File: config.mk
export PLATFORM = sky130hd
export DESIGN_NAME = mlp_frame_sequencer
export DESIGN_NICKNAME = d
export VERILOG_FILES = /design/src/rtl/mlp_frame_sequencer.sv
export SDC_FILE = /design/constraint.sdc
export NUM_CORES = 1
export LEC_CHECK = 0
export ABC_CLOCK_PERIOD_IN_PS = 1550
export BUFFER_PORTS_ARGS = -buffer_cell sky130_fd_sc_hd__buf_2
export CAP_MARGIN = 20
export CORE_ASPECT_RATIO = 1.25
export CORE_UTILIZATION = 46
export CTS_BUF_LIST = sky130_fd_sc_hd__clkbuf_4 sky130_fd_sc_hd__clkbuf_8 sky130_fd_sc_hd__clkbuf_16
export DETAILED_ROUTE_END_ITERATION = 10
export PLACE_DENSITY_LB_ADDON = 0.08
export RECOVER_POWER = 50
export SYNTH_ARGS = -nofsm -noshare
export SYNTH_HDL_FRONTEND = slang
export SYNTH_SLANG_ARGS = --single-unit
export TNS_END_PERCENT = 20
File: constraint.sdc
create_clock -name clk -period 1.55 [get_ports clk]
set_input_delay 0.0775 -clock clk [delete_from_list [all_inputs] [get_ports clk]]
set_output_delay 0.0775 -clock clk [all_outputs]
set_load 0.02 [all_outputs]
File: src/rtl/mlp_frame_sequencer.sv
// mlp_frame_sequencer
// Front-end sequencer for the combinational printed-MLP core `top`.
// Serial features arrive over a valid/ready stream and are packed into the
// core's flat input bus. Once a well-formed frame is complete the bus is held
// for a fixed settle window, then the core's class output is captured and
// offered on a valid/ready result port. Frames never overlap: a new frame is
// only accepted after the previous result has been taken.
`timescale 1ns/1ps

module mlp_frame_sequencer #(
    parameter int unsigned NUM_A         = 4,
    parameter int unsigned WIDTH_A       = 4,
    parameter int unsigned OUTWIDTH      = 2,
    parameter int unsigned SETTLE_CYCLES = 4
) (
    input  logic                       clk,
    input  logic                       rst_n,
    // feature stream
    input  logic                       s_valid,
    output logic                       s_ready,
    input  logic [WIDTH_A-1:0]         s_data,
    input  logic                       s_last,
    // MLP core interface
    output logic [NUM_A*WIDTH_A-1:0]   mlp_inp,
    input  logic [OUTWIDTH-1:0]        mlp_out,
    // result stream
    output logic                       m_valid,
    input  logic                       m_ready,
    output logic [OUTWIDTH-1:0]        m_class,
    // status
    output logic                       busy,
    output logic                       frame_err
);

    localparam int unsigned IW = $clog2(NUM_A + 1);
    localparam int unsigned CW = $clog2(SETTLE_CYCLES + 1);

    localparam logic [IW-1:0] IDX_LAST = IW'(NUM_A - 1);
    localparam logic [CW-1:0] CNT_LAST = CW'(SETTLE_CYCLES - 1);

    typedef enum logic [1:0] {
        COLLECT = 2'd0,
        SETTLE  = 2'd1,
        PRESENT = 2'd2
    } state_t;

    state_t                     state;
    logic [IW-1:0]              idx;
    logic [CW-1:0]              cnt;
    logic [NUM_A*WIDTH_A-1:0]   feat;
    logic                       accept;

    // The feature registers drive the core directly; they only change on an
    // accepted beat, so the core input is stable through SETTLE and PRESENT.
    assign mlp_inp = feat;

    // Beats are only taken while collecting, and never while reset is held.
    assign s_ready = rst_n && (state == COLLECT);
    assign accept  = s_valid && s_ready;

    // Status is a pure decode of the state register.
    assign busy    = (state != COLLECT);

    // Sequencer FSM: frame collection, settle timing, result hand-off.
    always_ff @(posedge clk) begin
        if (!rst_n) begin
            state     <= COLLECT;
            idx       <= '0;
            cnt       <= '0;
            feat      <= '0;
            m_class   <= '0;
            m_valid   <= 1'b0;
            frame_err <= 1'b0;
        end else begin
            frame_err <= 1'b0;
            case (state)
                COLLECT: begin
                    if (accept) begin
                        // Store the beat in the slot selected by idx; a
                        // malformed frame leaves partial data that the next
                        // frame simply overwrites.
                        for (int unsigned i = 0; i < NUM_A; i++) begin
                            if (idx == IW'(i)) begin
                                feat[i*WIDTH_A +: WIDTH_A] <= s_data;
                            end
                        end
                        if (idx == IDX_LAST) begin
                            idx <= '0;
                            if (s_last) begin
                                cnt   <= '0;
                                state <= SETTLE;
                            end else begin
                                // last slot filled but no end marker
                                frame_err <= 1'b1;
                            end
                        end else if (s_last) begin
                            // end marker arrived before the frame was full
                            idx       <= '0;
                            frame_err <= 1'b1;
                        end else begin
                            idx <= idx + 1'b1;
                        end
                    end
                end

                SETTLE: begin
                    // The core output is only looked at on the final settle
                    // edge; anything it does before then is ignored.
                    if (cnt == CNT_LAST) begin
                        m_class <= mlp_out;
                        m_valid <= 1'b1;
                        state   <= PRESENT;
                    end else begin
                        cnt <= cnt + 1'b1;
                    end
                end

                PRESENT: begin
                    if (m_ready) begin
                        m_valid <= 1'b0;
                        state   <= COLLECT;
                    end
                end

                default: begin
                    state   <= COLLECT;
                    m_valid <= 1'b0;
                    idx     <= '0;
                end
            endcase
        end
    end

endmodule
# == Word-level counts from Yosys, hierarchy flattened ==
# Cells that the tools add are included.
# classes
n_addsub,2
reduce_logical,17
n_bitwise,2
n_eq_ne,12
muxes,21
# ops
operator,n
$mux W3,7
$reduce_and A3 Y1,6
$pmux W3 S2,2
$mux W2,5
$ne A2 B2 Y1 const B,5
$reduce_and A5 Y1,2
$eq A3 B2 Y1 const B,3
$add A3 B1 Y3 const B,2
$pmux W2 S3,1
$mux W1,5
$reduce_and A2 Y1,2
$reduce_bool A2 Y1,2
$eq A3 B1 Y1 const B,1
$logic_not A3 Y1,1
$pmux W1 S3,1
$eq A2 B1 Y1 const B,1
$eq A2 B2 Y1 const B,1
$logic_and A1 B1 Y1,2
$logic_not A2 Y1,1
$ne A2 B1 Y1 const B,1
$not A1 Y1,2
$reduce_or A2 Y1,1
# word_totals
input_bits,11
wordCells,64
output_inout_bits,22
ff_bits,28

# == Longest topological paths before layout ==
# Gate-level depths: netlist of run 1.
# depth
word_depth,5
depth_mapped,7
depth_no_buf,5

# == Worst setup path after synthesis of run 1 ==
# Ideal clock, no wire load.
# synth_path
path_type,flip-flop to flip-flop
startpoint,reg idx[0]
endpoint,reg idx[1]
stages_incl_launch_ff,6
setup_time_ns,0.070
slack_ns,-0.192
n_path_buf,0
arrival_ns,1.672
required_time_ns,1.480
path_cell_list,dfxtp_1 ha_1 ha_1 or3b_1 or4b_1 a21boi_1
# synth_via
elab_chain_len,5
# synth_rtl
element,line,text
start: declaration,48,logic [IW-1:0] idx;
start signal: assignment,101,idx <= idx + 1'b1;
$add A3 B1 Y3,101,
$mux W3,96,end else if (s_last) begin
$mux W3 *,87,if (idx == IDX_LAST) begin
$mux W3 *,78,if (accept) begin
$pmux W3 S2 *,76,case (state)
# Mark *: on every way between the ends. The rest lies on a longest branch, timed or not. The select of a mux whose other input is x is not followed.
# A chain may end at the register's enable or synchronous reset.

# == Final worst setup path of run 1 ==
# layout_path
startpoint,reg idx[1]
endpoint,reg idx[1]
# The elaborated chain is that of the path after synthesis.

==> reports/metrics.cfg, run 1 <==
[status]
status=complete, but fails checks
violations=negative setup slack

[worst_setup_path]
cp_max_fo=3
cp.arrival_ns=2.02
worst_setup_path_end_kind=flip-flop
r2r_cells=5
path_cells=ha_4 > ha_4 > or3b_4 > or4b_4 > a21boi_2
critPathTopFamily=simple AND/OR/NAND/NOR gates
crit_path_start_kind=flip-flop
r2r_setup_slack_ns=-0.19
cp.depth=5
worstPathRequired_ns=1.83
r2r_end=idx[1]
endpoint=idx[1]
crit_type=flip-flop to flip-flop
path_common_cell=ha_4
path_buf_inv=0
r2r-start=idx[1]
startpoint=idx[1]
cpPeakStageDelay_ns=0.49
crit_slowest_cell=or4b_4

[grt]
grt.busiest_layer=met2
use_met2=0.438
grt_pass1_vias=1171
gr-total-overflow=0
grt_max_degree=30
grt_pass1_wl_mm=4.84
track_usage=0.208
grt_use_met3=0.0341
grt_antenna_before_repair=0
use_met1=0.193

[place]
place_area_um2=1640
dp_cells=226
port_buffers=32
post-dp-hpwl_mm=2.21
post-place-ws_ns=-0.207
place_congestion=0.731

[logic_synthesis]
ys_seq_elements=28
synth_top_family_by_area=simple AND/OR/NAND/NOR gates
ys_types=27
yosys.area_share.simple=0.236
synth.cell_area_um2=1310
yosysSeqAreaShare=0.427
ys_top_cells_by_area=dfxtp_1 (43%), ha_1 (10%), mux2i_1 (6.9%)
synth.top_cell.area_share=0.427
yosys.area.top_type=dfxtp_1
muxShareOfSynthArea=0.0686
synth_cells=149
synth_compound_area_frac=0.111
yosys_warnings=0
synthAdderAreaFrac=0.105
synthXorXnorAreaFrac=0.00667
synthesis.nets=171
postSynthAreaPerCell_um2=8.82

[cells_and_area]
mostFrequentLayoutCells=nand2_1 (24), dfxtp_1 (23), buf_4 (18)
layout.nets=222
drive_gt1_frac=0.271
postLayoutCoreUtil=0.642
design_area_um2=1740
area_growth_pct=32.3
antennaDiodeCount=0
final_common_cell=nand2_1
layout.cells.non_filler=233

[timing]
slew_viol_final=0
rsz0062_at_grt=true
skew_ns=0.00271
setup_viol=4
timing.hold.ws_ns=0.0156
worst_pin_slew_ns=0.372
hold_viol_final=0
max_freq_mhz=574
min_period_over_period=1.12
tns_ns=-0.399
finalCriticalPeriod_ns=1.74
setup_slack_ns=-0.192
slew_headroom=0.752

[clocking]
cts.sinks=28
cts_buffer_depth=2
cts_root_buf=clkbuf_4
numCtsBuffers=3
clk_pin_slew_ns=0.15
cts_max_level=1
cts_setup_buffers=0
cts_tree=built
clkLatencyLatePin_ns=0.33

[die]
start_util=0.485
die_h_um=61.8
die-area_um2=3080
num_rows=21
coreArea_um2=2710
ios=33
die_w_um=49.8

[routing]
drc=0
ant_nets=0
vias=1202
drtIter0Drc=16
wl_per_cell_um=12.4
vias_per_cell=5.16
first_pass_iters=5
drt_wl_total_mm=2.89

[pwr]
vdd_drop_max_mv=0.398
p_per_area_nw_per_um2=778
leakagePower_nw=0.726
power_mw=1.35

[worst_hold_path]
hold_class=input port to flip-flop

[flow_run]
maxCapViolations=0

[Yosys cell counts (all sizes together)]
| master | number |
|---|---|
| or3 | 1 |
| o21ai | 15 |
| nand2 | 24 |
| nor2 | 2 |
| or4b | 1 |
| xnor2 | 1 |
| dfxtp | 28 |
| a221oi | 1 |
| nand3b | 1 |
| nand4 | 1 |
| and2 | 5 |
| a21boi | 6 |
| and4b | 1 |
| a211oi | 1 |
| or3b | 1 |
| or4 | 2 |
| buf | 3 |
| nor3 | 1 |
| or2 | 1 |
| ha | 11 |
| inv | 8 |
| mux2i | 9 |
| o211a | 1 |
| clkbuf | 4 |
| nor2b | 5 |
| nand3 | 15 |
[power breakdown]
group          total [mW]  switching [mW]  internal [mW]  leakage, nW
logic               0.127          0.0748         0.0527        0.469
clock network       0.484           0.222          0.262       0.0279
registers           0.740         0.00664          0.733        0.229
[how the worst min path moves through the flow]
stage	startpoint	endpoint	depth (start not counted)
6_report	s_data[2]	mlp_inp[2]	3
5_1_grt	s_data[2]	mlp_inp[10]	3
4_1_cts	s_data[2]	mlp_inp[6]	3
3_5_place_dp	mlp_out[0]	m_class[0]	3
3_3_place_gp	mlp_out[0]	m_class[0]	3
2_1_floorplan	s_data[0]	mlp_inp[0]	2
[layout make-up]
| class | instances | area (um2) |
|---|---|---|
| clock buffers | 3 | 22.5 |
| clock inverters | 1 | 30.0 |
| fillers | 251 | 968 |
| inverters | 8 | 30.0 |
| multi-input cells | 106 | 741 |
| flip-flops and latches | 28 | 567 |
| well taps | 34 | 42.5 |
| repair buffers | 53 | 305 |
[registers in the layout (all words and copies together), names as in the netlist]
| name | cells |
|---|---|
| m_class | 2 |
| state | 2 |
| cnt | 3 |
| idx | 3 |
| frame_err | 1 |
| m_valid | 1 |
| mlp_inp | 16 |
[kinds of logic after synthesis]
logic type,count (synthesis)
flops,28
xor+xnor,1
simple gates,61
compound gates,24
fa+ha+maj,11
mux,9
buf+inv,15
[worst min-delay path, cell delays in order]
cell,delay [ns]
buf_2,0.13
nand3_1,0.06
o21ai_1,0.05
[repair_timing]
item,CTS,global route
hold buffers,3,0
pin swaps,2,1
hold endpoints to repair,3,0
endpoints found under the setup margin,8,22
gates resized for setup,8,13
[per-layer routing]
| metal | vias up | wire length, um |
|---|---|---|
| li1 | 605 | - |
| met1 | 545 | 1150 |
| met2 | 44 | 1550 |
| met3 | 8 | 139 |
| met4 | 0 | 54 |
| met5 | - | 0 |
Note: power is estimated with default switching activity, not from simulation.
==> run 2: changes to the inputs <==
--- a/config.mk
+++ b/config.mk
@@ -5,11 +5,11 @@
 export SDC_FILE = /design/constraint.sdc
 export NUM_CORES = 1
 export LEC_CHECK = 0
-export ABC_CLOCK_PERIOD_IN_PS = 1550
+export ABC_CLOCK_PERIOD_IN_PS = 1850
 export BUFFER_PORTS_ARGS = -buffer_cell sky130_fd_sc_hd__buf_2
 export CAP_MARGIN = 20
 export CORE_ASPECT_RATIO = 1.25
-export CORE_UTILIZATION = 46
+export CORE_UTILIZATION = 51
 export CTS_BUF_LIST = sky130_fd_sc_hd__clkbuf_4 sky130_fd_sc_hd__clkbuf_8 sky130_fd_sc_hd__clkbuf_16
 export DETAILED_ROUTE_END_ITERATION = 10
 export PLACE_DENSITY_LB_ADDON = 0.08
==> constraint.sdc (replaced) <==
create_clock -name clk -period 1.85 [get_ports clk]
set_input_delay 0.0925 -clock clk [delete_from_list [all_inputs] [get_ports clk]]
set_output_delay 0.0925 -clock clk [all_outputs]
set_load 0.02 [all_outputs]
==> reports/metrics.cfg, run 2 (synthesis gave the netlist of run 1 again) <==
[routing]
first_pass_iters=4  ; -1
drc=0  ; unchanged
wl_met3_um=84  ; -40%
met1Wirelength_mm=1.18  ; +2.9%
highest_layer=met4
wl_per_cell_um=12.5  ; +0.56%
drtIter0Drc=31  ; +15
vias=1111  ; -7.6%
drt_wl_total_mm=2.72  ; -5.9%
route.met2.wl_mm=1.44  ; -7.2%
ant_nets=0  ; unchanged
vias_per_cell=5.10  ; -1.2%

[worst_setup_path]
r2r_end=idx[1]
path_common_cell=ha_2
crit_type=flip-flop to flip-flop
worstPathRequired_ns=2.11  ; +0.28 ns
r2r_setup_slack_ns=0.06  ; +0.26 ns
worst_setup_path_end_kind=flip-flop
r2r_cells=5  ; unchanged
cpPeakStageDelay_ns=0.47  ; -0.02 ns
cp_max_fo=4  ; +1
crit_slowest_cell=or4b_1
crit_path_start_kind=flip-flop
path_buf_inv=0  ; unchanged
cp.arrival_ns=2.04  ; +0.02 ns
critPathTopFamily=simple AND/OR/NAND/NOR gates
r2r-start=idx[1]
path_cells=ha_2 > ha_2 > or3b_4 > or4b_1 > a21boi_1

[cells_and_area]
largest_reg_flops=16  ; unchanged
layout.nets=209  ; -5.9%
antennaDiodeCount=0  ; unchanged
drive_gt1_frac=0.151  ; -0.120
design_area_um2=1560  ; -10%
area_growth_pct=18.8
final_common_cell=dfxtp_1
nFillCells=235  ; -6.4%
mostFrequentLayoutCells=dfxtp_1 (26), nand2_1 (24), clkbuf_1 (20)

[timing]
slew_headroom=0.633  ; -0.119
setup_viol=0  ; -4
slew_viol_final=0  ; unchanged
min_period_over_period=0.965  ; -0.159
worst_pin_slew_ns=0.546  ; +0.174 ns
max_freq_mhz=560  ; -2.4%
finalCriticalPeriod_ns=1.79  ; +0.0430 ns
hold_viol_final=0  ; unchanged
skew_ns=0.00229  ; -0.000418 ns

[die]
coreArea_um2=2430  ; -10%
ios=33  ; unchanged
die_w_um=47.4  ; -4.8%
die-area_um2=2780  ; -9.5%
start_util=0.541  ; +0.0558
die_h_um=58.7  ; -4.9%
num_rows=20  ; -4.8%

[pwr]
power_mw=0.961  ; -29%
leakagePower_nw=0.617  ; -15%
p_per_area_nw_per_um2=616  ; -21%
vdd_drop_max_mv=0.366  ; -8.0%

[flow_run]
maxCapViolations=0  ; unchanged

[place]
place_area_um2=1530  ; -6.5%
post-dp-hpwl_mm=2.05  ; -7.0%
place_congestion=0.804  ; +10%
port_buffers=32  ; unchanged

[clocking]
numCtsBuffers=3  ; unchanged
cts_tree=built
cts_root_buf=clkbuf_4
cts.sinks=28  ; unchanged
cts_buffer_depth=2  ; unchanged
clkLatencyLatePin_ns=0.32  ; about the same
clk_pin_slew_ns=0.14  ; about the same
cts_max_level=1  ; unchanged
cts_setup_buffers=0  ; unchanged

[grt]
track_usage=0.223  ; +0.0149
grt_max_degree=32  ; +6.7%
grt_pass1_vias=1089  ; -7.0%
grt_pass1_wl_mm=4.49  ; -7.3%
gr-total-overflow=0  ; unchanged
grt_antenna_before_repair=0  ; unchanged

[worst_hold_path]
hold_class=input port to flip-flop
min_from=s_valid
hold_end=frame_err
holdPathStages=3  ; unchanged

[status]
status=completed

run 2: cell count changes in the layout (fill, tap and decap cells not counted), sizes merged:
cell	delta
buf	-16
bufinv	-1
clkbuf	+4
dlygate4sd3	-1
run 2: layer usage:
layer	up-vias	GRT usage
met5	-	0
met4	0	0.106
met3	2	0.0307
met2	21	0.391
met1	510	0.251
li1	578	-
run 2: tightest hold or removal path, delay by kind of cell:
kind,cells,cell delay [ns]
buffers and inverters,1,0.13
and+or+nand+nor,2,0.12
run 2: stage by stage:
step | hold slack, ns | utilization | setup WS (ns) | TNS [ns] | std cells
after floorplan | 0.223 | - | 0.108 | 0 | 149
after global placement | 0.343 | 0.630 | 0.126 | 0 | 213
after detailed placement | 0.351 | 0.630 | 0.0767 | 0 | 213
after CTS | 0.0304 | 0.648 | 0.0266 | 0 | 218
after global routing | 0.0234 | 0.643 | -0.000924 | -0.000924 | 218
final | 0.0387 | 0.643 | 0.0650 | 0 | 218
run 2: worst max path at each step:
stage / startpoint / to / cells after the start
2_1_floorplan: idx[0] / idx[1] / 5
3_3_place_gp: idx[1] / idx[1] / 5
3_5_place_dp: idx[1] / idx[1] / 5
4_1_cts: idx[1] / idx[1] / 5
5_1_grt: idx[1] / state[0] / 6
6_report: idx[1] / idx[1] / 5
run 2: power breakdown:
group / leakage, nW / switching, mW / total [mW] / internal (mW)
logic: 0.376 / 0.0598 / 0.0964 / 0.0366
registers: 0.228 / 0.00536 / 0.620 / 0.614
clock network: 0.0138 / 0.169 / 0.245 / 0.0763
run 2: final cells by class:
type	count	area [um2]	share of cell area
Inverter	8	30.0	0.0192
Tap cell	33	41.3	0.0265
Timing Repair Buffer	40	200	0.128
Multi-Input combinational cell	106	703	0.451
Clock buffer	3	22.5	0.0144
Sequential cell	28	563	0.361
run 2: what timing repair did:
action | in CTS | in global routing
setup endpoints to repair | 0 | 6
hold buffers | 2 | 0
gates resized for setup | 0 | 7
endpoints found under the hold margin | 2 | 0
==> run 3: changes to the inputs <==
--- a/config.mk
+++ b/config.mk
@@ -9,8 +9,9 @@
 export BUFFER_PORTS_ARGS = -buffer_cell sky130_fd_sc_hd__buf_2
 export CAP_MARGIN = 20
 export CORE_ASPECT_RATIO = 1.25
-export CORE_UTILIZATION = 51
-export CTS_BUF_LIST = sky130_fd_sc_hd__clkbuf_4 sky130_fd_sc_hd__clkbuf_8 sky130_fd_sc_hd__clkbuf_16
+export CORE_UTILIZATION = 54
+export CTS_BUF_LIST = sky130_fd_sc_hd__clkbuf_2
+export CTS_CLUSTER_SIZE = 20
 export DETAILED_ROUTE_END_ITERATION = 10
 export PLACE_DENSITY_LB_ADDON = 0.08
 export RECOVER_POWER = 50
==> reports/metrics.cfg, run 3 (synthesis gave the netlist of run 1 again) <==
[status]
status=completed

[die]
die_h_um=57.1  ; -2.7%
coreArea_um2=2260  ; -7.0%
ios=33  ; unchanged
num_rows=19  ; -5.0%
die_w_um=46.1  ; -2.7%
die-area_um2=2640  ; -5.4%
start_util=0.582  ; +0.0405

[pwr]
combPwrFrac=0.101  ; about the same
power_mw=1.10  ; +14%
pwr-share-clk=0.334  ; +0.079
p_int_mw=0.850  ; +17%
p_per_area_nw_per_um2=654  ; +6.1%
vdd_drop_max_mv=0.484  ; +32%
switching_share=0.228  ; -0.0160
seqPwrFrac=0.565  ; -0.080
p_sw_mw=0.250  ; +6.9%
leakagePower_nw=0.676  ; +9.5%

[cells_and_area]
antennaDiodeCount=0  ; unchanged
area_growth_pct=28.1
final-seq-area_um2=563  ; unchanged
mostFrequentLayoutCells=dfxtp_1 (26), nand2_1 (24), clkbuf_1 (20)
nFillCells=184  ; -22%
drive_gt1_frac=0.174  ; +0.0230
layout.cells.non_filler=226  ; +3.7%
multi_input_area_um2=721  ; +2.5%
layout.nets=218  ; +4.3%
postLayoutCoreUtil=0.745  ; +0.102
final_common_cell=dfxtp_1
largest_reg_flops=16  ; unchanged

[place]
place_congestion=0.820  ; +2.0%
port_buffers=32  ; unchanged
dp_cells=211  ; -0.94%
post-dp-hpwl_mm=2.14  ; +4.1%

[timing]
tns_ns=0  ; unchanged
min_period_over_period=0.958  ; -0.00657
rsz0062_at_grt=false
worst_pin_slew_ns=0.537  ; -0.00837 ns
slew_headroom=0.639  ; +0.00563
slew_viol_final=0  ; unchanged
hold_viol_final=0  ; unchanged
setup_viol=0  ; unchanged
timing.hold.ws_ns=0.147  ; +0.108 ns
skew_ns=0.00518  ; +0.00289 ns
finalCriticalPeriod_ns=1.77  ; -0.0122 ns
max_freq_mhz=564  ; +0.69%

[worst_hold_path]
holdPathStages=4  ; +1
hold_end=m_valid
min_from=m_ready
hold_class=input port to flip-flop

[grt]
grt_pass1_wl_mm=4.45  ; -0.78%
grt_pass1_vias=1126  ; +3.4%
grt_max_degree=30  ; -6.3%
track_usage=0.227  ; +0.00391
gr-total-overflow=0  ; unchanged
grt_antenna_before_repair=0  ; unchanged

[routing]
vias=1195  ; +7.6%
ant_nets=0  ; unchanged
wl_per_cell_um=12.9  ; +3.1%
first_pass_iters=4  ; unchanged
highest_layer=met4
route.met2.wl_mm=1.55  ; +7.4%
wl_met3_um=105  ; +25%
drt_wl_total_mm=2.91  ; +6.9%
vias_per_cell=5.29  ; +3.8%
drtIter0Drc=28  ; -9.7%
met1Wirelength_mm=1.19  ; +0.85%
drc=0  ; unchanged

[clocking]
cts_root_buf=clkbuf_2
numCtsBuffers=3  ; unchanged
clk_pin_slew_ns=0.26  ; +0.12 ns
cts_max_level=1  ; unchanged
cts.sinks=28  ; unchanged
cts_tree=built
cts_buffer_depth=2  ; unchanged
clkLatencyLatePin_ns=0.35  ; +0.03 ns

[worst_setup_path]
cp_max_fo=3  ; -1
worst_setup_path_end_kind=flip-flop
worstPathRequired_ns=2.16  ; +0.05 ns
r2r_end=idx[2]
crit_type=flip-flop to flip-flop
r2r-start=idx[1]
r2r_cells=5  ; unchanged
cp.arrival_ns=2.08  ; +0.04 ns
crit_path_start_kind=flip-flop
r2r_setup_slack_ns=0.08  ; about the same

[flow_run]
maxCapViolations=0  ; unchanged

==> run 3: worst max-delay path by stage <==
stage	start	to	slack, ns	cells after the start
3_3_place_gp	idx[0]	idx[1]	0.11	5
5_1_grt	idx[1]	idx[1]	0.004	5
4_1_cts	idx[0]	idx[1]	0.008	5
6_report	idx[1]	idx[2]	0.08	5
2_1_floorplan	idx[0]	idx[1]	0.11	5
3_5_place_dp	idx[0]	idx[1]	0.01	5
==> run 3: final cells by class <==
class,instances,area share
inverters,8,0.0178
well taps,31,0.0230
flip-flops and latches,28,0.335
repair buffers,49,0.170
clock buffers,3,0.00892
clock inverters,1,0.0178
multi-input cells,106,0.428
==> run 3: critical path, cell delays in order, from the launching register on <==
cell,delay [ns]
dfxtp_1,0.39
ha_2,0.17
ha_2,0.18
or3b_4,0.38
or4_1,0.43
a21boi_0,0.18
==> run 3: power groups by stage <==
stage	sequential, mW	combinational, mW	clock (mW)
2_1_floorplan	0.645	0.0430	0
3_3_place_gp	0.632	0.0898	0
3_5_place_dp	0.633	0.0929	0
4_1_cts	0.622	0.110	0.371
5_1_grt	0.624	0.121	0.394
6_report	0.622	0.111	0.367
==> run 3: through the flow <==
step / worst slack, ns / instance area [um2]
global placement: 0.106 / 1530
global route: 0.00430 / 1680
finish: 0.0771 / 1680
floorplan: 0.108 / 1310
detailed placement: 0.0108 / 1530
CTS: 0.00814 / 1680
==> run 3: what timing repair did <==
item | CTS | global route
hold buffers | 8 | 1
endpoints found under the hold margin | 9 | 2
setup endpoints to repair | 2 | 1
resized for setup | 4 | 7
setup buffers | 2 | 0
pin swaps | 0 | 1
==> run 3: routing by layer <==
layer / GRT usage / vias to the layer above
li1: - / 602
met1: 0.239 / 551
met2: 0.425 / 35
met3: 0.0190 / 7
met4: 0.105 / 0
met5: 0 / -
